## config.mk

```make
export PLATFORM = sky130hd
export DESIGN_NAME = cache_arbiter
export DESIGN_NICKNAME = d
export VERILOG_FILES = /design/src/rtl/cache_arbiter.sv
export SDC_FILE = /design/constraint.sdc
export NUM_CORES = 1
export LEC_CHECK = 0
export CAP_MARGIN = 20
export CORE_AREA = 2 2 633 635
export DETAILED_ROUTE_END_ITERATION = 16
export DIE_AREA = 0 0 635 637
export SYNTH_ARGS = -nofsm -noshare
export SYNTH_HDL_FRONTEND = slang
export SYNTH_SLANG_ARGS = --single-unit
```

## constraint.sdc

```tcl
create_clock -name clk -period 1.8 [get_ports clk]
set_clock_uncertainty 0.1 [all_clocks]
set_input_delay 0.18 -clock clk [delete_from_list [all_inputs] [get_ports clk]]
set_output_delay 0.18 -clock clk [all_outputs]
set_load 0.05 [all_outputs]
```

## src/rtl/cache_arbiter.sv

```systemverilog
// cache_arbiter: shares one physical-memory port between the L1 I-cache and D-cache.
// Ties go round-robin; the winning command is latched and held downstream until pmem_resp.
module cache_arbiter #(
  parameter int ADDR_W = 32,
  parameter int LINE_W = 256
) (
  input  logic              clk,
  input  logic              rst,
  input  logic              i_pmem_read,
  input  logic              i_pmem_write,
  input  logic [ADDR_W-1:0] i_pmem_address,
  input  logic [LINE_W-1:0] i_pmem_wdata,
  output logic              i_pmem_resp,
  output logic [LINE_W-1:0] i_pmem_rdata,
  input  logic              d_pmem_read,
  input  logic              d_pmem_write,
  input  logic [ADDR_W-1:0] d_pmem_address,
  input  logic [LINE_W-1:0] d_pmem_wdata,
  output logic              d_pmem_resp,
  output logic [LINE_W-1:0] d_pmem_rdata,
  output logic              pmem_read,
  output logic              pmem_write,
  output logic [ADDR_W-1:0] pmem_address,
  output logic [LINE_W-1:0] pmem_wdata,
  input  logic              pmem_resp,
  input  logic [LINE_W-1:0] pmem_rdata
);

  typedef enum logic [1:0] {IDLE, BUSY_I, BUSY_D} state_t;
  typedef enum logic [1:0] {OP_NONE, OP_READ, OP_WRITE} op_t;

  localparam logic GRANT_I = 1'b0;
  localparam logic GRANT_D = 1'b1;

  state_t            r_state;
  state_t            w_nextState;
  op_t               r_op;
  op_t               w_selOp;
  logic              r_lastGrant;
  logic [ADDR_W-1:0] r_addr;
  logic [LINE_W-1:0] r_wdata;
  logic              w_iReq;
  logic              w_dReq;
  logic              w_grantI;
  logic              w_grantD;
  logic              w_selWrite;
  logic [ADDR_W-1:0] w_selAddr;
  logic [LINE_W-1:0] w_selWdata;

  assign w_iReq     = i_pmem_read | i_pmem_write;
  assign w_dReq     = d_pmem_read | d_pmem_write;
  assign w_selWrite = w_grantD ? d_pmem_write   : i_pmem_write;
  assign w_selAddr  = w_grantD ? d_pmem_address : i_pmem_address;
  assign w_selWdata = w_grantD ? d_pmem_wdata   : i_pmem_wdata;
  assign w_selOp    = w_selWrite ? OP_WRITE : OP_READ;

  always_ff @(posedge clk) begin
    if (rst) begin
      r_state <= IDLE;
    end else begin
      r_state <= w_nextState;
    end
  end

  // Command capture happens only on a grant, so requester changes while busy are invisible
  always_ff @(posedge clk) begin
    if (rst) begin
      r_op        <= OP_NONE;
      r_addr      <= '0;
      r_wdata     <= '0;
      r_lastGrant <= GRANT_I;
    end else if (w_grantI || w_grantD) begin
      r_op        <= w_selOp;
      r_addr      <= w_selAddr;
      r_wdata     <= w_selWdata;
      r_lastGrant <= w_grantD ? GRANT_D : GRANT_I;
    end
  end

  always_comb begin
    w_nextState = r_state;
    w_grantI    = 1'b0;
    w_grantD    = 1'b0;
    case (r_state)
      IDLE: begin
        if (w_iReq && w_dReq) begin
          if (r_lastGrant == GRANT_I) begin
            w_grantD = 1'b1;
          end else begin
            w_grantI = 1'b1;
          end
        end else if (w_iReq) begin
          w_grantI = 1'b1;
        end else if (w_dReq) begin
          w_grantD = 1'b1;
        end
        if (w_grantI) begin
          w_nextState = BUSY_I;
        end else if (w_grantD) begin
          w_nextState = BUSY_D;
        end
      end
      BUSY_I, BUSY_D: begin
        // Always passing through IDLE gives requesters a cycle to drop their command
        if (pmem_resp) begin
          w_nextState = IDLE;
        end
      end
      default: begin
        w_nextState = IDLE;
      end
    endcase
  end

  always_comb begin
    pmem_read    = 1'b0;
    pmem_write   = 1'b0;
    i_pmem_resp  = 1'b0;
    d_pmem_resp  = 1'b0;
    pmem_address = r_addr;
    pmem_wdata   = r_wdata;
    i_pmem_rdata = pmem_rdata;
    d_pmem_rdata = pmem_rdata;
    if (r_state == BUSY_I || r_state == BUSY_D) begin
      pmem_read  = (r_op == OP_READ);
      pmem_write = (r_op == OP_WRITE);
    end
    // A reset cycle abandons the transaction, so no completion is reported
    i_pmem_resp = (r_state == BUSY_I) && pmem_resp && !rst;
    d_pmem_resp = (r_state == BUSY_D) && pmem_resp && !rst;
  end

endmodule

```

* Word-level counts from Yosys, hierarchy flattened *
Index checks and enable logic that the tools add are counted.

word-level totals
  flip-flop bits (word level) = 293
  input bits = 839
  output and inout port bits = 804
  logic and storage cells = 46

cells by class
  equality and inequality tests = 6
  multiplexer cells = 22
  bitwise logic cells = 2
  reductions and logical operators = 11

operator list
  cell                                                   count
  2-to-1 mux 256 bit                                     1
  2-to-1 mux 32 bit                                      1
  2-to-1 mux 1 bit                                       15
  2-to-1 mux 2 bit                                       4
  logical AND 1 bit                                      5
  == test 2 x 1 -> 1 bit, second input constant          2
  == test 2 bit, second input constant                   2
  one-hot mux 2 bit (2 select lines)                     1
  inequality test 3 x 1 -> 1 bit, second input constant  1
  zero test 2 bit                                        1
  logical OR 1 bit                                       2
  inequality test 2 bit, second input constant           1
  bitwise OR 1 bit                                       2
  AND reduction 2 bit                                    1
  OR reduction 2 bit                                     1
  zero test 1 bit                                        1

* Depth between registers and ports, before layout *
Gate-level depths: netlist of the first run.

  word-level depth = 8
  depth in mapped cells = 8
  depth with buffers taken out = 6

* Worst setup path before layout of the first run *
No wires, ideal clock.

  path kind = register to output
  start point = reg r_state[1]
  end point = out pmem_write
  arrival = 1.817 ns
  data required time = 1.520 ns
  slack = -0.297 ns
  cell stages (with the launch flop) = 4
  buffers on the path = 0
  path through = dfxtp_1 -> inv_1 -> ha_1 -> nor3b_1

on the way
  longest elaborated chain between the ends = 3
  elaborated cells on any way between the ends = 4
  classes of those cells = 2 x eq/ne; 1 x mux; 1 x reduce/logical

ends and longest elaborated chain
  what                                                            RTL line  source
  start, declared                                                 35        state_t r_state;
  start signal, assigned                                          61        r_state <= w_nextState;
  == test 2 x 1 -> 1 bit / == test 2 bit (equally long branches)  124       if (r_state == BUSY_I || r_state == BUSY_D) begin
  logical OR 1 bit (*)                                            124
  2-to-1 mux 1 bit (*)                                            124
  end, declared                                                   22        output logic pmem_write,

Every way passes the cells marked *; elsewhere a longest branch is shown, timed or not.

* Final worst setup path of the first run *
Same ends and word-level chain as after synthesis.

==> results of run 1 <==
==> sequential cells by signal, indices dropped and copies added, names as in the netlist <==
register      flops
r_lastGrant       1
r_op              2
r_state           2
pmem_wdata      256
pmem_address     32
==> area by class of cell <==
type                    instances  area (um^2)  area share
clock buffers                  62         1340      0.0318
flip-flops and latches        293         5870       0.139
diodes                         55          138     0.00326
inverters                       3         11.3    0.000266
repair buffers               1673        19700       0.466
multi-input cells            1136         8270       0.196
well taps                    5265         6590       0.156
clock inverters                24          360     0.00853
==> power by group through the flow <==
stage | logic, W | registers [W] | clock network (W)
2_1_floorplan | 0.0102 | 0.0158 | 0
3_3_place_gp | 0.0280 | 0.0101 | 0
3_5_place_dp | 0.0280 | 0.0101 | 0
4_1_cts | 0.0376 | 0.0101 | 0.0111
5_1_grt | 0.0393 | 0.0103 | 0.0113
6_report | 0.0377 | 0.0101 | 0.0107
==> worst paths after layout <==
check	from	endpoint	slack [ps]	cells past startpoint
setup / recovery	r_state[1]$_SDFFE_PP0P_	pmem_write	-240	4
setup reg to reg	r_state[0]$_SDFFE_PP0P_	pmem_wdata[106]$_SDFFE_PP0P_	-240	10
hold reg to reg	pmem_wdata[224]$_SDFFE_PP0P_	pmem_wdata[224]$_SDFFE_PP0P_	400	2
hold / removal	i_pmem_wdata[35]	pmem_wdata[35]$_SDFFE_PP0P_	70	3
==> per-stage QoR <==
| step | cells | power [W] | hold WS, ps | util | area, um^2 |
|---|---|---|---|---|---|
| 2_1_floorplan | 2097 | 0.0260 | 218 | - | 17700 |
| 3_3_place_gp | 7674 | 0.0380 | 261 | 0.0758 | 30200 |
| 3_5_place_dp | 7674 | 0.0381 | 261 | 0.0758 | 30200 |
| 4_1_cts | 8442 | 0.0589 | 3.03 | 0.105 | 41700 |
| 5_1_grt | 8485 | 0.0609 | 31.6 | 0.106 | 42200 |
| 6_report | 8511 | 0.0585 | 70.0 | 0.106 | 42300 |
==> cell usage in the layout (no fill, tap or decap), types with 21 or more instances in the layout <==
master,synthesis,layout
a221o_1,26,26
a311oi_1,56,29
a311oi_2,206,232
buf_12,0,168
buf_16,0,82
buf_4,518,213
buf_6,23,40
buf_8,0,21
clkbuf_16,0,59
clkdlybuf4s50_1,0,581
dfxtp_1,293,287
diode_2,0,55
dlygate4sd3_1,0,531
nand2_1,526,398
nand2_2,0,60
nand2_4,0,66
nor2_1,268,242
==> per-layer routing <==
layer	part of all wire	wire length (um)	vias to the layer above
met3	0.21	64700	521
met5	0.0033	1040	-
met2	0.47	149000	2371
met1	0.27	84500	10536
met4	0.050	15600	50
li1	-	-	8856
==> kinds of logic (layout without fill, tap and decap cells) <==
group,Yosys count,count (layout),synth area share
and+or+nand+nor,834,834,0.183
buffers and inverters,668,1762,0.264
AOI/OAI and AO/OA,299,299,0.221
DFF,293,293,0.331
adders and majority gates,3,3,0.00212
other,0,55,0
==> critical path, stage by stage (launching register included) <==
cell	delay, ps
dfxtp_2	330
inv_2	50
ha_4	280
nor3b_4	220
buf_12	180
==> what timing repair did <==
action / in CTS / in global routing
resized for setup: 563 / 53
setup endpoints to repair: 336 / 304
hold buffers: 532 / 0
gates cloned: 72 / 12
endpoints found under the hold margin: 291 / 0
pin swaps: 204 / 58
buffers inserted: 81 / 12
==> out/results.tsv, run 1 <==
stage	metric	value	unit
power	switching share of power	0.491	
clock_network	TritonCTS clock tree	built	
logic_synthesis	post-synth top area share	0.331	
global_routing	busiest metal layer after global routing	met2	
sta	RSZ-0062 raised after global routing	true	
logic_synthesis	Synth area leaders	dfxtp_1 33%, buf_4 22%, a311oi_2 17%, nand2_1 11%, nor2_1 5.7%	
power	logic gate share of total power	0.645	
route	vias per cell	2.62	
global_routing	met1 usage	0.119	
route	drt total wl	314	mm
global_routing	GRT Total Usage	0.149	
sta	FMAX	489	MHz
logic_synthesis	sequential area share after synthesis	0.331	
clock_network	clock-pin slew on the worst setup and hold paths	60	ps
clock_network	Clock Latency Late Sink	690	ps
route	first-pass detailed-route iteration total	6	
power	PwrDens	1380	nW/um^2
critical_path	crit path DAT	1760	ps
power	Leakage	15.2	nW
clock_network	root buf cell	clkbuf_16	
critical_path	critical-path maximum fanout	3	
layout	fin nets	3997	
route	Wirelength per Cell	37.0	um
run	max-cap violation count	0	
logic_synthesis	async set-reset flop share out of synthesis	0	
sta	Tmin final	2040	ps
floorplan	Rows	232	
sta	min setup slack post-route	-244	ps
placed_design	routability cong.	0.914	
power	net switching power	0.0287	W
logic_synthesis	Yosys top cell by area	dfxtp_1	
sta	Final Hold Vio Count	0	
logic_synthesis	syn nets	2939	
global_routing	largest net degree at the start of global routing	75	
power	maximum VDD drop	0.751	mV
clock_network	Num CTS Buffers	48	
logic_synthesis	mapped cell area	17700	um^2
floorplan	CORE AREA	398000	um^2
logic_synthesis	Yosys reg bits	293	
layout	Filler cells	45325	
floorplan	number of I/O pins	1643	
critical_path	CP endpoint kind	output port	
logic_synthesis	Top FF cell, synth	dfxtp_1	
logic_synthesis	Syn Inst Count	2097	
logic_synthesis	EDFF count, synth	0	
floorplan	Die X-Extent	635	um
sta	Worst Tran Pin Value	780	ps
critical_path	Worst setup SP type	flop	
route	Post-DRT Antenna Nets	0	
logic_synthesis	Synth Area per Inst	8.45	um^2
power	total internal power	0.0298	W
global_routing	grt total ovfl	0	
clock_network	Sink Count	293	
logic_synthesis	Commonest cells post-synth	526 x nand2_1, 518 x buf_4, 293 x dfxtp_1	
placed_design	Port-buffer cells	874	
logic_synthesis	most frequent cell after synthesis	nand2_1	
layout	share of cells above drive strength 1	0.334	
run_status	failing checks	setup timing	
floorplan	die area	404000	um^2
placed_design	Post-DP HPWL	265	mm
global_routing	vias in the first global route	21620	
global_routing	initial antenna violation count	141	
route	DRC viols	0	
global_routing	GR Layer Usage met3	0.136	
route	Via Count	22334	
min_path	worst min path class	in2reg	
sta	total negative slack	-37160	ps
sta	period utilisation layout	1.14	
global_routing	met2 GRT Util	0.250	
power	clock share of power	0.182	
global_routing	first-pass GRT wire length	363	mm
clock_network	H-tree depth	2	
floorplan	die extent in y	637	um
clock_network	CTS Buffer Depth	3	
logic_synthesis	Netlist cell types	30	
route	DRT iter0 DRCs	1963	
power	Seq pwr share	0.173	
run_status	status	complete, but fails checks	
logic_synthesis	synth warn	0	
critical_path	required time of the worst setup path	1520	ps
sta	Setup-failing EPs final	287	
critical_path	Setup CP Type	reg2out	
layout	Area Overhead vs Synth	138	%
floorplan	Initial Util	0.0445	
sta	Slew Limit Fails	0	
sta	slew margin rel.	0.478	
placed_design	pre-CTS setup slack	-802	ps
No activity file was read; power rests on OpenSTA's default activity.
==> run 2: changes to the inputs <==
Settings changed: CORE_AREA 2 2 633 635 to 3 3 634 636, DIE_AREA 0 0 635 637 to 0 0 637 639.
==> run 2 against run 1 <==
  * The flow still finishes with violations (setup timing)
  * Worst hold slack got worse by 9.0 ps
  * Combinational power rose by 8.5%
  * Power up 5.9%
  * Largest power group unchanged
  * Sequential power is 4% higher
  * Highest routed layer unchanged
  * Clock-buffer cell count decreased by 3
  * Global-route usage is 0.092 points higher
  * Routed wire length rose by 3.5%
  * Critical path type is now reg2reg
  * Register-to-register slack worse by 80 ps
  * Critical endpoint is now pmem_address[5]$_SDFFE_PP0P_
  * Final cell count grew 0.66%
==> out/results.tsv, run 2 (same netlist as run 1, synthesis figures left out) <==
stage	metric	value	unit	change
sta	Setup-failing EPs final	295		was 287
clock_network	H-tree depth	2		unchanged
placed_design	Port-buffer cells	874		unchanged
clock_network	Num CTS Buffers	47		was 48
floorplan	CORE AREA	396000	um^2	was 398,000 um^2
layout	Largest register FFs	256		unchanged
route	DRT iter0 DRCs	1703		was 1,963
clock_network	CTS Buffer Depth	3		unchanged
route	Via Count	23093		was 22,334
power	PwrDens	1400	nW/um^2	was 1380 nW/um^2
power	maximum VDD drop	0.684	mV	was 0.751 mV
sta	Tmin final	2120	ps	was 2040 ps
sta	period utilisation layout	1.18		was 1.14
layout	most frequent cells in the layout	581 x clkdlybuf4s50_1, 547 x dlygate4sd3_1, 349 x nand2_1		was 581 x clkdlybuf4s50_1, 531 x dlygate4sd3_1, 398 x nand2_1
sta	hold slack	61.0	ps	was 70.0 ps
sta	Slew Limit Fails	0		unchanged
critical_path	Bufs and invs on worst path	7		was 2
placed_design	routability cong.	0.906		was 0.914
min_path	worst min path class	in2reg		unchanged
placed_design	Placement Cell Area	30100	um^2	was 30,200 um^2
critical_path	Setup CP Type	reg2reg		was reg2out
sta	slew margin rel.	0.520		was 0.478
clock_network	clock-pin slew on the worst setup and hold paths	70	ps	was 60 ps
route	DRC viols	0		unchanged
route	Post-DRT Antenna Nets	0		unchanged
floorplan	Die X-Extent	637	um	was 635 um
min_path	Hold Path Origin	d_pmem_wdata[28]		was i_pmem_wdata[35]
critical_path	Worst setup SP type	flop		unchanged
route	drt total wl	325	mm	was 314 mm
sta	Worst Tran Pin Value	717	ps	was 780 ps
floorplan	Rows	231		was 232
layout	share of cells above drive strength 1	0.411		was 0.334
critical_path	CP dominant cell by count	buf_6		
route	first-pass detailed-route iteration total	7		was 6
clock_network	TritonCTS clock tree	built		unchanged
layout	commonest non-fill, non-tap cell in the layout	clkdlybuf4s50_1		unchanged
floorplan	die extent in y	639	um	was 637 um
global_routing	initial antenna violation count	163		was 141
sta	min setup slack post-route	-323	ps	was -244 ps
floorplan	Initial Util	0.0447		was 0.0445
layout	design area	44400	um^2	was 42,300 um^2
critical_path	r2r startpoint	r_state[1]$_SDFFE_PP0P_		was r_state[0]$_SDFFE_PP0P_
critical_path	critical-path maximum fanout	7		was 3
critical_path	CP Launch Point	r_state[1]$_SDFFE_PP0P_		unchanged
global_routing	GRT Total Usage	0.150		was 0.149
clock_network	Clock Latency Late Sink	690	ps	about the same
floorplan	die area	407000	um^2	was 404,000 um^2
critical_path	required time of the worst setup path	2360	ps	was 1520 ps
floorplan	number of I/O pins	1643		unchanged
global_routing	grt total ovfl	0		unchanged
sta	FMAX	471	MHz	was 489 MHz
run_status	status	complete, but fails checks		unchanged
sta	RSZ-0062 raised after global routing	true		unchanged
route	vias per cell	2.70		was 2.62
sta	total negative slack	-54910	ps	was -37,160 ps
critical_path	crit path DAT	2680	ps	was 1760 ps
layout	Area Overhead vs Synth	150	%	was 138%
sta	Final Hold Vio Count	0		unchanged
global_routing	first-pass GRT wire length	368	mm	was 363 mm
placed_design	Post-DP HPWL	266	mm	was 265 mm
critical_path	worst path cell trace	inv_2 -> ha_4 -> buf_6 -> buf_6 -> o41a_4 -> buf_8 -> buf_12 -> buf_6 -> nor2_4 -> clkbuf_16 -> and2_4 -> a221o_1		was inv_2 -> ha_4 -> nor3b_4 -> buf_12
clock_network	Sink Count	293		unchanged
power	Leakage	15.9	nW	was 15.2 nW
run	max-cap violation count	0		unchanged
critical_path	delay-heaviest family, CP	buffers and inverters		was flip-flops
layout	fin nets	4062		was 3,997
critical_path	delay of the slowest cell on the worst path	340	ps	was 330 ps
global_routing	largest net degree at the start of global routing	66		was 75
route	Wirelength per Cell	38.0	um	was 37.0 um
clock_network	root buf cell	clkbuf_16		unchanged
critical_path	CP endpoint kind	flop		was output port
critical_path	slowest stage cell on the critical path	dfxtp_2		unchanged
global_routing	vias in the first global route	22028		was 21,620
run_status	failing checks	setup timing		unchanged
run 2: changes by cell type in the layout (fill, tap and decap cells not counted), moves of 16 or more:
cell           delta
nor2_1          -131
nor2_2           +67
nor2_4           +64
nand2_1          -49
nand2_4          +42
buf_12           +28
a311oi_2         +22
a311oi_1         -21
clkbuf_16        +18
buf_8            +16
dlygate4sd3_1    +16
run 2: worst paths after layout:
path                                                      to  slack (ps)  depth (start not counted)
worst max-delay path            pmem_address[5]$_SDFFE_PP0P_        -320                         12
worst min-delay path             pmem_wdata[28]$_SDFFE_PP0P_          60                          3
worst max register to register  pmem_address[5]$_SDFFE_PP0P_        -320                         12
worst min register to register  pmem_wdata[232]$_SDFFE_PP0P_         410                          2
run 2: cell type report:
class                      count  area (um^2)
clock buffer                  59         1320
timing repair buffer        1739        20700
inverter                       3         11.3
antenna                       69          173
tap                         5242         6560
fill                       44850       352000
sequential                   293         5890
clock inverter                26          340
multi-input combinational   1136         9360
run 2: per-layer routing:
metal | track usage | wire, um | part of all wire | up-vias
met2 | 0.250 | 151000 | 0.47 | 2546
met1 | 0.121 | 88700 | 0.27 | 10783
met5 | 0.0169 | 1370 | 0.0042 | -
met4 | 0.0692 | 19700 | 0.060 | 80
met3 | 0.132 | 64300 | 0.20 | 683
li1 | - | - | - | 9001
run 2: tightest hold or removal path: cells and delay by family:
| family | cells | cell delay [ps] |
|---|---|---|
| buffers and inverters | 1 | 470 |
| AND/OR/NAND/NOR | 1 | 100 |
| AO/OA/AOI/OAI | 1 | 90 |
run 2: power by group:
group,switching [W],internal [W]
clock network,0.00463,0.00596
registers,0.00207,0.00843
logic,0.0239,0.0170
run 2: stage by stage:
step                      power [W]  instances  setup WS, ps    util
after floorplan              0.0260       2097         -16.3       -
after detailed placement     0.0378       7648          -987  0.0759
after global placement       0.0377       7647         -1490  0.0759
after CTS                    0.0597       8468          -426   0.106
final                        0.0620       8567          -323   0.112
after global routing         0.0642       8553          -411   0.112
run 2: what timing repair did:
| action | in CTS | in global routing |
|---|---|---|
| resized for setup | 524 | 550 |
| gates cloned | 81 | 32 |
| setup buffers | 109 | 49 |
| pin swaps | 136 | 239 |
| endpoints found under the setup margin | 360 | 326 |
| hold buffers | 548 | 0 |
| endpoints found under the hold margin | 292 | 0 |
==> run 3: changes to the inputs <==
Settings changed: CORE_AREA 3 3 634 636 to 2 2 646 648, CTS_CLUSTER_DIAMETER from default to 120, DIE_AREA 0 0 637 639 to 0 0 648 650.
Clock period 1.8 ns to 2.72 ns, I/O delays scaled along.
==> run 3 against run 2 <==
  * The flow now finishes without violations
  * Routed wire length is 7.0% lower
  * Combinational power is 57% lower
  * Sequential share of layout area is 3.9 points higher
  * Clock-buffer cell count is 3 higher
  * Critical path depth is 11 lower
  * Register-to-register slack better by 520 ps
  * Utilization is 2.9 points lower
  * Global-route usage is 1.2 points lower
  * Die area is 3.5% higher
  * Sequential power is 39% lower
  * Sequential cell count stayed put
  * Final cell count is 2.9% lower
==> out/results.tsv, run 3 (same netlist as run 1, synthesis figures left out) <==
stage	metric	value	unit	change
clock_network	root buf cell	clkbuf_16		unchanged
power	total internal power	0.0143	W	was 0.0314 W
critical_path	slowest stage cell on the critical path	clkdlybuf4s50_1		was dfxtp_2
critical_path	worst path cell trace	clkdlybuf4s50_1		was inv_2 -> ha_4 -> buf_6 -> buf_6 -> o41a_4 -> buf_8 -> buf_12 -> buf_6 -> nor2_4 -> clkbuf_16 -> and2_4 -> a221o_1
power	Leakage	11.2	nW	was 15.9 nW
critical_path	delay of the slowest cell on the worst path	1030	ps	was 340 ps
clock_network	Clock Latency Late Sink	700	ps	was 690 ps
sta	Final Hold Vio Count	0		unchanged
critical_path	critical-path maximum fanout	2		was 7
layout	Area Overhead vs Synth	93.1	%	was 150%
critical_path	CP Launch Point	pmem_address[20]$_SDFFE_PP0P_		was r_state[1]$_SDFFE_PP0P_
power	PwrDens	891	nW/um^2	was 1400 nW/um^2
sta	Tmin final	2530	ps	
placed_design	Port-buffer cells	874		unchanged
critical_path	CP endpoint kind	output port		was flop
layout	commonest non-fill, non-tap cell in the layout	clkdlybuf4s50_1		unchanged
route	DR WL met2	141	mm	was 151 mm
power	switching share of power	0.531		was 0.494
critical_path	Setup CP Type	reg2out		was reg2reg
layout	Largest register FFs	256		unchanged
power	logic gate share of total power	0.576		was 0.660
clock_network	Num CTS Buffers	46		was 47
clock_network	Sink Count	293		unchanged
route	wl on met1	79.3	mm	was 88.7 mm
critical_path	Worst setup SP type	flop		unchanged
critical_path	crit path DAT	2160	ps	was 2680 ps
floorplan	CORE AREA	415000	um^2	was 396,000 um^2
clock_network	H-tree depth	2		unchanged
sta	total negative slack	0	ps	was -54,910 ps
clock_network	number of buffers added for setup after CTS	0		was 109
clock_network	clock-pin slew on the worst setup and hold paths	60	ps	was 70 ps
sta	Setup-failing EPs final	0		was 295
global_routing	initial antenna violation count	132		was 163
min_path	worst min path class	in2reg		unchanged
route	Wirelength per Cell	36.4	um	was 38.0 um
placed_design	pre-CTS setup slack	-206	ps	was -987 ps
critical_path	worst reg2reg setup slack	200	ps	was -320 ps
route	met3 wire length	65.7	mm	was 64.3 mm
layout	share of cells above drive strength 1	0.173		was 0.411
layout	Filler cells	48143		was 44,850
global_routing	vias in the first global route	18609		was 22,028
floorplan	number of I/O pins	1643		unchanged
floorplan	die area	421000	um^2	was 407,000 um^2
sta	min setup slack post-route	188	ps	was -323 ps
layout	fin nets	3593		was 4,062
critical_path	delay-heaviest family, CP	buffers and inverters		unchanged
clock_network	CTS Buffer Depth	3		unchanged
route	top sig layer	met5		unchanged
sta	Worst Tran Pin Value	866	ps	was 717 ps
global_routing	grt total ovfl	0		unchanged
placed_design	Cells after DPL	7848		was 7,648
clock_network	TritonCTS clock tree	built		unchanged
route	Post-DRT Antenna Nets	0		unchanged
floorplan	Die X-Extent	648	um	was 637 um
power	maximum VDD drop	0.514	mV	was 0.684 mV
sta	period utilisation layout	0.931		
power	net switching power	0.0162	W	was 0.0306 W
route	first-pass detailed-route iteration total	6		was 7
placed_design	routability cong.	0.916		was 0.906
sta	FMAX	395	MHz	
sta	Slew Limit Fails	0		unchanged
run_status	status	complete, no violations		was complete, but fails checks
placed_design	Post-DP HPWL	274	mm	was 266 mm
sta	slew margin rel.	0.421		was 0.520
route	drt total wl	303	mm	was 325 mm
critical_path	required time of the worst setup path	2350	ps	was 2360 ps
route	DRC viols	0		unchanged
floorplan	Initial Util	0.0427		was 0.0447
route	DRT iter0 DRCs	1783		was 1,703
layout	Post-Layout Cell Count	8322		was 8,567
global_routing	GRT Total Usage	0.138		was 0.150
global_routing	first-pass GRT wire length	342	mm	was 368 mm
run	max-cap violation count	0		unchanged
floorplan	Rows	237		was 231
critical_path	Bufs and invs on worst path	1		was 7
sta	RSZ-0062 raised after global routing	false		was true
route	vias per cell	2.36		was 2.70
route	Via Count	19623		was 23,093
layout	most frequent cells in the layout	723 x clkdlybuf4s50_1, 526 x nand2_1, 350 x dlygate4sd3_1		was 581 x clkdlybuf4s50_1, 547 x dlygate4sd3_1, 349 x nand2_1
global_routing	largest net degree at the start of global routing	142		was 66
power	Seq pwr share	0.209		was 0.169
min_path	Hold Path Origin	i_pmem_wdata[241]		was d_pmem_wdata[28]
layout	Util after Layout	0.0825		was 0.112
power	clock share of power	0.215		was 0.171
critical_path	r2r startpoint	r_state[0]$_SDFFE_PP0P_		was r_state[1]$_SDFFE_PP0P_
floorplan	die extent in y	650	um	was 639 um
run 3: cell count changes in the layout (fill, tap and decap cells not counted), sizes merged, moves of 12 or more:
cell,change
buf,-374
diode,-29
dlygate4sd3,-197
clkdlybuf4s50,+142
clkdlybuf4s15,-12
clkbuf,-22
run 3: layout make-up:
cell class / instances / area, um^2 / share of cell area
repair buffers: 1271 / 12600 / 0.368
multi-input cells: 1136 / 7220 / 0.211
well taps: 5497 / 6880 / 0.201
flip-flops and latches: 293 / 5870 / 0.171
clock buffers: 62 / 1270 / 0.0371
clock inverters: 20 / 300 / 0.00877
diodes: 40 / 100 / 0.00292
inverters: 3 / 11.3 / 0.000329
run 3: final timing paths:
check,end,cells after the start
setup / recovery,pmem_address[20],1
hold / removal,pmem_wdata[241]$_SDFFE_PP0P_,3
setup reg to reg,pmem_address[0]$_SDFFE_PP0P_,7
hold reg to reg,pmem_wdata[250]$_SDFFE_PP0P_,2
run 3: per-layer routing:
metal  vias up  track usage
met5         -      0.00984
met4        55       0.0544
met3       491        0.137
met2      2107        0.231
met1      9029        0.104
li1       7941            -
run 3: stage by stage:
stage                     hold WS [ps]  instance area, um^2  power [W]
after floorplan                    310                17700     0.0172
after global placement             383                29000     0.0237
after detailed placement           393                29000     0.0237
after CTS                       0.0101                34100     0.0312
after global routing              32.2                34200     0.0321
final                             80.5                34200     0.0305
run 3: timing repair:
item	in CTS	in global routing
endpoints found under the setup margin	0	11
endpoints found under the hold margin	236	0
hold buffers	350	0
resized for setup	0	4
run 3: power by group through the flow:
| stage | clock network, W | registers, W | logic [W] |
|---|---|---|---|
| 6_report | 0.00656 | 0.00637 | 0.0176 |
| 5_1_grt | 0.00699 | 0.00649 | 0.0186 |
| 4_1_cts | 0.00688 | 0.00633 | 0.0179 |
| 3_5_place_dp | 0 | 0.00640 | 0.0173 |
| 2_1_floorplan | 0 | 0.0105 | 0.00674 |
| 3_3_place_gp | 0 | 0.00636 | 0.0173 |
